### src/rtl/cmd_exec_sync.sv
// cmd_exec_sync: command-consumer end of the command-memory link.
// Arms one command per DATA_WR, launches the impulse burst
// (BLANK1 -> PULSE -> BLANK2 -> PAUSE, repeated N times) once TIME reaches
// TIME_START, then requests the next command with a REQ_LEN-cycle REQ_COMM.
// Optional feature macro: CMD_EXEC_CHIRP_EN enables the TYPE 1/2 frequency sweep.
// Without it FREQ_OUT is the plain FREQ word for the whole pulse.
module cmd_exec_sync #(
    parameter int REQ_LEN = 4
) (
    input  logic        CLK,
    input  logic        rst_n,
    input  logic [63:0] TIME,
    input  logic        DATA_WR,
    input  logic [47:0] FREQ,
    input  logic [47:0] FREQ_STEP,
    input  logic [31:0] FREQ_RATE,
    input  logic [63:0] TIME_START,
    input  logic [15:0] N_impulse,
    input  logic [1:0]  TYPE_impulse,
    input  logic [31:0] Interval_Ti,
    input  logic [31:0] Interval_Tp,
    input  logic [31:0] Tblank1,
    input  logic [31:0] Tblank2,
    output logic        GATE,
    output logic        BLANK,
    output logic [47:0] FREQ_OUT,
    output logic        REQ_COMM,
    output logic        BUSY,
    output logic        LATE,
    output logic [15:0] IMP_CNT
);

    // Phase states carry bit 2 set so the low two bits are the phase index
    // in impulse order (0=BLANK1, 1=PULSE, 2=BLANK2, 3=PAUSE).
    typedef enum logic [2:0] {
        IDLE   = 3'd0,
        ARMED  = 3'd1,
        REQ    = 3'd2,
        BLANK1 = 3'd4,
        PULSE  = 3'd5,
        BLANK2 = 3'd6,
        PAUSE  = 3'd7
    } state_t;

    typedef struct packed {
        logic [47:0] freq;
`ifdef CMD_EXEC_CHIRP_EN
        logic [47:0] step;
        logic [31:0] rate;
        logic [1:0]  typ;
`endif
        logic [63:0] tstart;
        logic [15:0] n;
        logic [31:0] ti;
        logic [31:0] tp;
        logic [31:0] tb1;
        logic [31:0] tb2;
    } cmd_t;

    state_t      state, state_d;
    logic [31:0] cnt, cnt_d;          // remaining cycles of phase / REQ cycle index
    logic [15:0] imp_cnt, imp_d;
    cmd_t        sh, pend, wr_cmd;
    logic        pend_v, first, late;
    logic [47:0] freq_out;

    logic        trig, phase_last, found, done_all;
    logic [1:0]  cur_ph, nxt_ph;
    logic [15:0] nimp;
    logic        go, end_b, ld_wr, ld_pend, pend_set, pend_clr, ent_pulse;

    function automatic logic [31:0] ph_len(input cmd_t c, input logic [1:0] p);
        case (p)
            2'd0:    return c.tb1;
            2'd1:    return c.ti;
            2'd2:    return c.tb2;
            default: return c.tp;
        endcase
    endfunction

    // Strobed command fields gathered into one record
    always_comb begin
        wr_cmd        = '0;
        wr_cmd.freq   = FREQ;
`ifdef CMD_EXEC_CHIRP_EN
        wr_cmd.step   = FREQ_STEP;
        wr_cmd.rate   = FREQ_RATE;
        wr_cmd.typ    = TYPE_impulse;
`endif
        wr_cmd.tstart = TIME_START;
        wr_cmd.n      = N_impulse;
        wr_cmd.ti     = Interval_Ti;
        wr_cmd.tp     = Interval_Tp;
        wr_cmd.tb1    = Tblank1;
        wr_cmd.tb2    = Tblank2;
    end

`ifndef CMD_EXEC_CHIRP_EN
    logic unused_chirp;
    assign unused_chirp = ^{FREQ_STEP, FREQ_RATE, TYPE_impulse};
`endif

    assign cur_ph     = state[1:0];
    assign trig       = (state == ARMED) && (TIME >= sh.tstart);
    assign phase_last = state[2] && (cnt == 32'd1);

    // Find the next non-empty phase, counting impulses crossed on the way.
    // Zero-length phases are skipped within the same cycle.
    always_comb begin
        found    = 1'b0;
        done_all = 1'b0;
        nxt_ph   = 2'd0;
        nimp     = imp_cnt;
        if (trig) begin
            nimp = '0;
            if (sh.n == 16'd0) done_all = 1'b1;
            for (int k = 0; k < 4; k++) begin
                if (!found && !done_all && ph_len(sh, 2'(k)) != 32'd0) begin
                    found  = 1'b1;
                    nxt_ph = 2'(k);
                end
            end
            // every phase is empty: the whole burst completes instantly
            if (!found && !done_all) begin
                nimp     = sh.n;
                done_all = 1'b1;
            end
        end else if (phase_last) begin
            for (int k = 1; k <= 4; k++) begin
                if (!found && !done_all) begin
                    if (int'(cur_ph) + k == 4) begin
                        nimp = nimp + 16'd1;
                        if (nimp == sh.n) done_all = 1'b1;
                    end
                    if (!done_all && ph_len(sh, 2'(int'(cur_ph) + k)) != 32'd0) begin
                        found  = 1'b1;
                        nxt_ph = 2'(int'(cur_ph) + k);
                    end
                end
            end
        end
    end

    // Next-state and load controls
    always_comb begin
        state_d   = state;
        cnt_d     = cnt;
        imp_d     = imp_cnt;
        go        = 1'b0;
        end_b     = 1'b0;
        ld_wr     = 1'b0;
        ld_pend   = 1'b0;
        pend_set  = 1'b0;
        pend_clr  = 1'b0;
        ent_pulse = 1'b0;
        case (state)
            IDLE: if (DATA_WR) ld_wr = 1'b1;
            ARMED: begin
                if (DATA_WR) ld_wr = 1'b1;
                else if (trig) begin
                    imp_d = nimp;
                    if (done_all) end_b = 1'b1;
                    else          go    = 1'b1;
                end
            end
            REQ: begin
                if (DATA_WR)                      ld_wr   = 1'b1;
                else if (cnt == 32'(REQ_LEN - 1)) state_d = IDLE;
                else                              cnt_d   = cnt + 32'd1;
            end
            default: begin
                if (phase_last) begin
                    imp_d = nimp;
                    if (done_all) end_b = 1'b1;
                    else          go    = 1'b1;
                end else begin
                    cnt_d = cnt - 32'd1;
                end
                // a strobe on the final burst cycle is taken directly below
                if (DATA_WR && !end_b) pend_set = 1'b1;
            end
        endcase
        if (go) begin
            state_d   = state_t'({1'b1, nxt_ph});
            cnt_d     = ph_len(sh, nxt_ph);
            ent_pulse = (nxt_ph == 2'd1);
        end
        if (end_b) begin
            pend_clr = 1'b1;
            if (DATA_WR)     ld_wr   = 1'b1;
            else if (pend_v) ld_pend = 1'b1;
            else begin
                state_d = REQ;
                cnt_d   = '0;
            end
        end
        if (ld_wr || ld_pend) state_d = ARMED;
    end

    // State, phase counter and impulse counter
    always_ff @(posedge CLK or negedge rst_n) begin
        if (!rst_n) begin
            state   <= IDLE;
            cnt     <= '0;
            imp_cnt <= '0;
        end else begin
            state   <= state_d;
            cnt     <= cnt_d;
            imp_cnt <= imp_d;
        end
    end

    // Command registers and the sticky LATE flag
    always_ff @(posedge CLK or negedge rst_n) begin
        if (!rst_n) begin
            sh     <= '0;
            pend   <= '0;
            pend_v <= 1'b0;
            first  <= 1'b0;
            late   <= 1'b0;
        end else begin
            if (ld_wr)        sh <= wr_cmd;
            else if (ld_pend) sh <= pend;
            if (pend_set) pend <= wr_cmd;
            if (pend_clr)      pend_v <= 1'b0;
            else if (pend_set) pend_v <= 1'b1;
            if (ld_wr || ld_pend)   first <= 1'b1;
            else if (state == ARMED) first <= 1'b0;
            if (DATA_WR) late <= 1'b0;
            else if (state == ARMED && first && TIME > sh.tstart) late <= 1'b1;
        end
    end

`ifdef CMD_EXEC_CHIRP_EN
    logic [31:0] scnt;

    // Frequency word: reload per impulse, sweep inside PULSE, frozen on the
    // last PULSE cycle so the value held outside PULSE is the final one
    always_ff @(posedge CLK or negedge rst_n) begin
        if (!rst_n) begin
            freq_out <= '0;
            scnt     <= '0;
        end else if (ent_pulse) begin
            freq_out <= sh.freq;
            scnt     <= '0;
        end else if (state == PULSE && !phase_last) begin
            if (scnt == sh.rate) begin
                scnt <= '0;
                if (sh.typ == 2'd1)      freq_out <= freq_out + sh.step;
                else if (sh.typ == 2'd2) freq_out <= freq_out - sh.step;
            end else begin
                scnt <= scnt + 32'd1;
            end
        end
    end
`else
    // Frequency word: plain FREQ loaded at the start of every pulse
    always_ff @(posedge CLK or negedge rst_n) begin
        if (!rst_n)         freq_out <= '0;
        else if (ent_pulse) freq_out <= sh.freq;
    end
`endif

    assign GATE     = (state == PULSE);
    assign BLANK    = (state == BLANK1) || (state == BLANK2);
    assign REQ_COMM = (state == REQ);
    assign BUSY     = (state != IDLE);
    assign LATE     = late;
    assign IMP_CNT  = imp_cnt;
    assign FREQ_OUT = freq_out;

endmodule

### config.mk
export PLATFORM = sky130hd
export DESIGN_NAME = cmd_exec_sync
export DESIGN_NICKNAME = d
export VERILOG_FILES = /design/src/rtl/cmd_exec_sync.sv
export SDC_FILE = /design/constraint.sdc
export NUM_CORES = 1
export LEC_CHECK = 0
export CORE_MARGIN = 3
export CORE_UTILIZATION = 35
export CTS_BUF_LIST = sky130_fd_sc_hd__clkbuf_16
export DETAILED_ROUTE_END_ITERATION = 12
export GPL_TIMING_DRIVEN = 0
export PLACE_DENSITY = 0.58
export SYNTH_ARGS = -nofsm -noshare
export SYNTH_HDL_FRONTEND = slang
export SYNTH_SLANG_ARGS = --single-unit
export TNS_END_PERCENT = 50
### constraint.sdc
create_clock -name CLK -period 8.2 [get_ports CLK]
set_input_delay 1.64 -clock CLK [delete_from_list [all_inputs] [get_ports CLK]]
set_output_delay 1.64 -clock CLK [all_outputs]
set_load 0.05 [all_outputs]
==> metrics, run 1 <==
run status finished, final reports clean; initial drt markers 2,020; clock tree from TritonCTS yes; largest net degree at the start of global routing 115; root buf cell clkbuf_16; register bit count reported by yosys 614; worst-margin pin slew 1.16 ns; top cells by count, synth dfrtp_1, mux2_2, mux2i_1; Syn Inst Count 3,064; pwr/cell area 153 mW/mm^2; Int Power 5.21 mW; Yosys top cell area share 43.6%; Slew headroom 22.7%; hold depth 1; Top Ports 474; initial antenna violation count 12; Pleak 19.3 nW; Reg-to-Reg Start IMP_CNT[0]; cts hold-fix bufs 0; Top delay family on crit path compound AO/OA/AOI/OAI gates; Tot GR Track Use 22.0%; CP Max Fanout 10; # DRC 0; Primary FF master, synth dfrtp_1; nets 4,031; row cnt 115; Synth area leader dfrtp_1; Max Freq 124 MHz; fin crit period 8.08 ns; clk_skew 0.0309 ns; DRT Wirelength 117,000 um; share of the yosys chip area belonging to registers 43.6%; DR pass1 iterations 5; Yosys warnings 0; asr flop ratio synth 100%; EDFF count, synth 0; pre-CTS setup slack -2.51 ns; min-delay worst type flip-flop to flip-flop; critical path class flip-flop to flip-flop; Synth Area per Inst 11.5 um^2; CP max stage cell or4_1; switch share 23.4%; Die Y-Extent 323 um; via count 26,880; antenna violation net count after detailed routing 0; # port buffers 390; reg2reg path depth 33; max-cap violations 0; Hold Path End FREQ_OUT[39]; worst hold path startpoint sh[247]; Yosys cell types 94; worst setup margin 0.118 ns; leading post-synthesis cells by cell area dfrtp_1, mux2_2, mux2i_1, mux2_1, ha_1; sw power 1.59 mW; Core Region 0.0991 mm^2; nature of the critical path endpoint flip-flop; HPWL after detailed placement 89,500 um; drt wl/cell 24.0 um; Die W 323 um; most numerous cell in the Yosys netlist dfrtp_1; R2R Path End sh[138]; syn nets 3,548; Final setup violation count 0; clock power share 44.4%; Skew-Pair Late Insertion Delay 0.63 ns; final number of max-transition violations 0; total gr overflow 0; r2r setup slk 0.12 ns; setup TNS 0 ns; clk sink count 614; CTS max path bufs 3; CP required 8.71 ns; global-route wire length before repair 174,000 um; crit path launch type flip-flop; area delta synth->final 25.7%; synthesized area 0.0352 mm^2; vias per cell 5.49; CP arrival 8.59 ns; share of post-route cells with drive strength above 1 25.7%; combinational share of power 8.3%; vias in the first global route 27,259; critical path's largest stage delay 0.52 ns; Peak VDD IR 0.000157 V; CTS Buf Count 73; endpoints failing hold 0; Die ar. 0.104 mm^2; clock-pin slew on the worst setup and hold paths 0.06 ns; Flop pwr share 47.3%; fin crit share 98.6%; Initial Util 35.5%; Placer Congestion 0.953; H-tree depth 3; Buf/Inv on CP 9
==> cells in the final DEF (no fill, tap or decap), types with 19 or more instances in the layout <==
cell,count
xnor2_1,89
clkdlybuf4s50_1,389
nand2_1,101
nand4_1,52
nor3_1,56
buf_4,68
buf_2,24
ha_1,74
and3_1,19
o21ai_0,92
nor2_1,116
xor2_1,26
a21o_1,37
nand3_1,53
mux2i_1,188
inv_1,112
clkbuf_16,76
o221ai_1,20
a21oi_1,93
dfrtp_1,605
mux2_1,162
mux2_2,532
clkbuf_1,42
nor4_1,71
buf_6,30
==> flip-flops by register name, indices dropped and copies added, names as in the netlist <==
name	flops
FREQ_OUT	48
IMP_CNT	16
LATE	1
cnt	32
first	1
pend	256
pend_v	1
sh	256
state	3
==> power groups by stage <==
stage                     Combinational (mW)  Sequential (mW)  Clock [mW]
final                                  0.563             3.21        3.02
after global routing                   0.616             3.22        3.24
after CTS                              0.573             3.21        3.12
after detailed placement               0.564             3.27           0
after global placement                 0.548             3.27           0
after floorplan                        0.249             3.25           0
==> layout make-up <==
cell class | count | area (um^2)
repair buffers | 422 | 4300
multi-input cells | 2171 | 19200
flip-flops and latches | 614 | 15400
inverters | 95 | 357
well taps | 1287 | 1610
fillers | 9315 | 54900
diodes | 8 | 20.0
clock buffers | 75 | 1880
clock inverters | 52 | 303
plain buffers | 170 | 1240
==> worst max-delay path by stage <==
| stage | to | start | slack (ns) | cells after the start |
|---|---|---|---|---|
| detailed placement | pend[254] | state[1] | -2.51 | 29 |
| global placement | pend[160] | rst_n | -23.79 | 1 |
| global route | sh[207] | IMP_CNT[7] | -0.09 | 33 |
| finish | sh[138] | IMP_CNT[0] | 0.12 | 33 |
| CTS | sh[86] | state[0] | 0.00002 | 32 |
| floorplan | sh[102] | IMP_CNT[1] | 0.30 | 28 |
==> logic make-up (layout without fill, tap and decap cells) <==
logic type               count (synthesis)  after routing  synth area share [%]
multiplexers                           895            895                  27.9
AND/OR/NAND/NOR                        615            615                  9.43
flip-flops                             614            614                  43.6
AO/OA/AOI/OAI                          447            447                  8.71
buffers and inverters                  279            814                  3.79
XOR/XNOR                               135            135                  3.72
adder cells (fa/ha/maj)                 79             79                  2.81
other                                    0              8                     0
==> layer usage <==
| layer | routed length [um] | track usage (%) | vias to the layer above |
|---|---|---|---|
| met5 | 27 | 0 | - |
| met4 | 3880 | 8.49 | 4 |
| met3 | 5830 | 3.53 | 180 |
| met2 | 56900 | 36.9 | 754 |
| met1 | 50800 | 28.6 | 13588 |
| li1 | - | - | 12354 |
==> per-stage QoR <==
stage / instance area, um^2 / power, mW / util, % / hold slack, ns / cells
floorplan: 35200 / 3.50 / - / 0.450 / 3064
global placement: 40700 / 3.82 / 41.1 / 0.460 / 4741
detailed placement: 40900 / 3.83 / 41.3 / 0.468 / 4747
CTS: 43700 / 6.90 / 44.1 / 0.483 / 4883
global route: 44300 / 7.08 / 44.7 / 0.506 / 4894
finish: 44300 / 6.80 / 44.7 / 0.489 / 4894
==> timing repair <==
| item | CTS | global route |
|---|---|---|
| cloned | 0 | 1 |
| buffers inserted | 16 | 9 |
| endpoints found under the setup margin | 609 | 597 |
| gates resized for setup | 160 | 102 |
| pin swaps | 13 | 18 |
Power figures use the tool's default switching activity.
==> run 2: changes to the inputs <==
--- a/config.mk
+++ b/config.mk
@@ -11,6 +11,7 @@
 export DETAILED_ROUTE_END_ITERATION = 12
 export GPL_TIMING_DRIVEN = 0
 export PLACE_DENSITY = 0.58
+export SKIP_LAST_GASP = 1
 export SYNTH_ARGS = -nofsm -noshare
 export SYNTH_HDL_FRONTEND = slang
 export SYNTH_SLANG_ARGS = --single-unit
==> run 2 against run 1 <==
  * Clock skew about the same
  * Wire length barely moved
  * Cell count unchanged
  * Final area did not move
  * Largest cell class unchanged
  * Largest power group unchanged
==> metrics, run 2 (synthesis gave the netlist of run 1 again) <==
critical path's largest stage delay 0.52 ns (about the same); CP max stage cell or4_1; Placer Congestion 0.953 (unchanged); worst hold slack 0.489 ns (unchanged); clock tree from TritonCTS yes; vias per cell 5.49 (about the same); Die Y-Extent 323 um (unchanged); H-tree depth 3 (unchanged); Pleak 19.3 nW (about the same); DRT Wirelength 117,000 um (about the same); crit path launch type flip-flop; area delta synth->final 25.7% (unchanged); fin cells 4,894 (unchanged); Initial Util 35.5% (unchanged); hold depth 1 (unchanged); initial antenna violation count 12 (unchanged); fin util 44.7% (unchanged); HPWL after detailed placement 89,500 um (unchanged); r2r setup slk 0.12 ns (about the same); switch share 23.4% (about the same); CTS max path bufs 3 (unchanged); fin crit period 8.08 ns (-0.00129 ns); drt wl/cell 24.0 um (about the same); final number of max-transition violations 0 (unchanged); Die ar. 0.104 mm^2 (unchanged); Tot GR Track Use 22.0% (unchanged); pwr/cell area 153 mW/mm^2 (about the same); vias in the first global route 27,259 (unchanged); CTS Buf Count 73 (unchanged); largest net degree at the start of global routing 115 (unchanged); Worst path depth 33 (unchanged); clk sink count 614 (unchanged); sw power 1.59 mW (about the same); Flop pwr share 47.3% (about the same); Max Freq 124 MHz (about the same); nature of the critical path endpoint flip-flop; min-delay worst type flip-flop to flip-flop; Skew-Pair Late Insertion Delay 0.63 ns (about the same); Final setup violation count 0 (unchanged); DR pass1 iterations 5 (unchanged); root buf cell clkbuf_16; worst-margin pin slew 1.16 ns (-0.00000101 ns); combinational share of power 8.3% (about the same); # DRC 0 (unchanged); clk_skew 0.0309 ns (+0.0000136 ns); setup TNS 0 ns (unchanged); CP Max Fanout 10 (unchanged); # port buffers 390 (unchanged); clock-pin slew on the worst setup and hold paths 0.06 ns (about the same); max-cap violations 0 (unchanged); Filler Cell Count 9,315 (unchanged); share of post-route cells with drive strength above 1 25.7% (unchanged); run status finished, final reports clean; nets 4,031 (unchanged); most frequent cells in the layout dfrtp_1, mux2_2, clkdlybuf4s50_1; placed cells 4,747 (unchanged); critical path class flip-flop to flip-flop; CP required 8.71 ns (about the same); antenna violation net count after detailed routing 0 (unchanged); Die W 323 um (unchanged); global-route wire length before repair 174,000 um (unchanged); total gr overflow 0 (unchanged); row cnt 115 (unchanged); fin crit share 98.5% (about the same); Top delay family on crit path compound AO/OA/AOI/OAI gates; Seq. cell area 0.0154 mm^2 (unchanged); clock power share 44.4% (about the same); Slew headroom 22.7% (unchanged); endpoints failing hold 0 (unchanged); Buf/Inv on CP 9 (unchanged); CP arrival 8.59 ns (about the same); most common cell after layout, fill and taps aside dfrtp_1; Top Ports 474 (unchanged); Core Region 0.0991 mm^2 (unchanged); initial drt markers 2,020 (unchanged); Int Power 5.21 mW (unchanged); via count 26,857 (-0.086%); reg2reg path depth 33 (unchanged); Multi-input gate area 0.0192 mm^2 (unchanged); Peak VDD IR 0.000157 V (unchanged)
run 2: changes by cell type in the layout (fill, tap and decap cells not counted), sizes merged:
cell / change
clkbuf: +1
buf: -1
run 2: path summary, 6_finish.rpt:
path,startpoint,endpoint
worst max-delay path,IMP_CNT[0],sh[138]
worst min-delay path,sh[247],FREQ_OUT[39]
worst max register to register,IMP_CNT[0],sh[138]
worst min register to register,sh[247],FREQ_OUT[39]
max in group asynchronous,rst_n,sh[135]
min in group asynchronous,rst_n,sh[40]
run 2: worst reg2reg max path, delay by kind of cell (launching register included):
kind / cells / cell delay [ns]
AO/OA/AOI/OAI: 8 / 2.08
XOR/XNOR: 1 / 0.18
adder cells (fa/ha/maj): 3 / 0.69
buffers and inverters: 9 / 1.53
flip-flops: 1 / 0.41
multiplexers: 3 / 1.01
AND/OR/NAND/NOR: 9 / 2.06
run 2: area by class of cell:
class / instances / share of cell area, %
antenna: 8 / 0.0452
buffer: 170 / 2.79
clock buffer: 75 / 4.24
clock inverter: 52 / 0.684
inverter: 95 / 0.805
multi-input combinational: 2171 / 43.4
sequential: 614 / 34.7
tap: 1287 / 3.64
timing repair buffer: 422 / 9.70
run 2: per-layer routing:
layer	track usage, %	part of all wire, %	vias up
met2	36.9	49	743
li1	-	-	12353
met1	28.6	43	13577
met4	8.49	3.3	4
met3	3.53	5.0	180
met5	0	0.023	-
run 2: power by group through the flow:
stage | clock, mW | sequential [mW] | combinational [mW]
after floorplan | 0 | 3.25 | 0.249
after global routing | 3.24 | 3.22 | 0.616
after global placement | 0 | 3.27 | 0.548
after CTS | 3.12 | 3.21 | 0.573
final | 3.02 | 3.21 | 0.563
after detailed placement | 0 | 3.27 | 0.564
run 2: repair_timing:
| action | CTS | global route |
|---|---|---|
| pin swaps | 13 | 18 |
| buffers inserted | 16 | 9 |
| setup endpoints to repair | 609 | 597 |
| gates cloned | 0 | 1 |
| hold endpoints to repair | 0 | 0 |
| resized for setup | 158 | 104 |
| hold buffers | 0 | 0 |
run 2: stage by stage:
stage | worst slack, ns | cell area (um^2) | total power [mW]
after floorplan | 0.304 | 35200 | 3.50
after global placement | -23.79 | 40700 | 3.82
after detailed placement | -2.51 | 40900 | 3.83
after CTS | -0.0126 | 43700 | 6.90
after global routing | -0.0916 | 44300 | 7.08
final | 0.119 | 44300 | 6.79
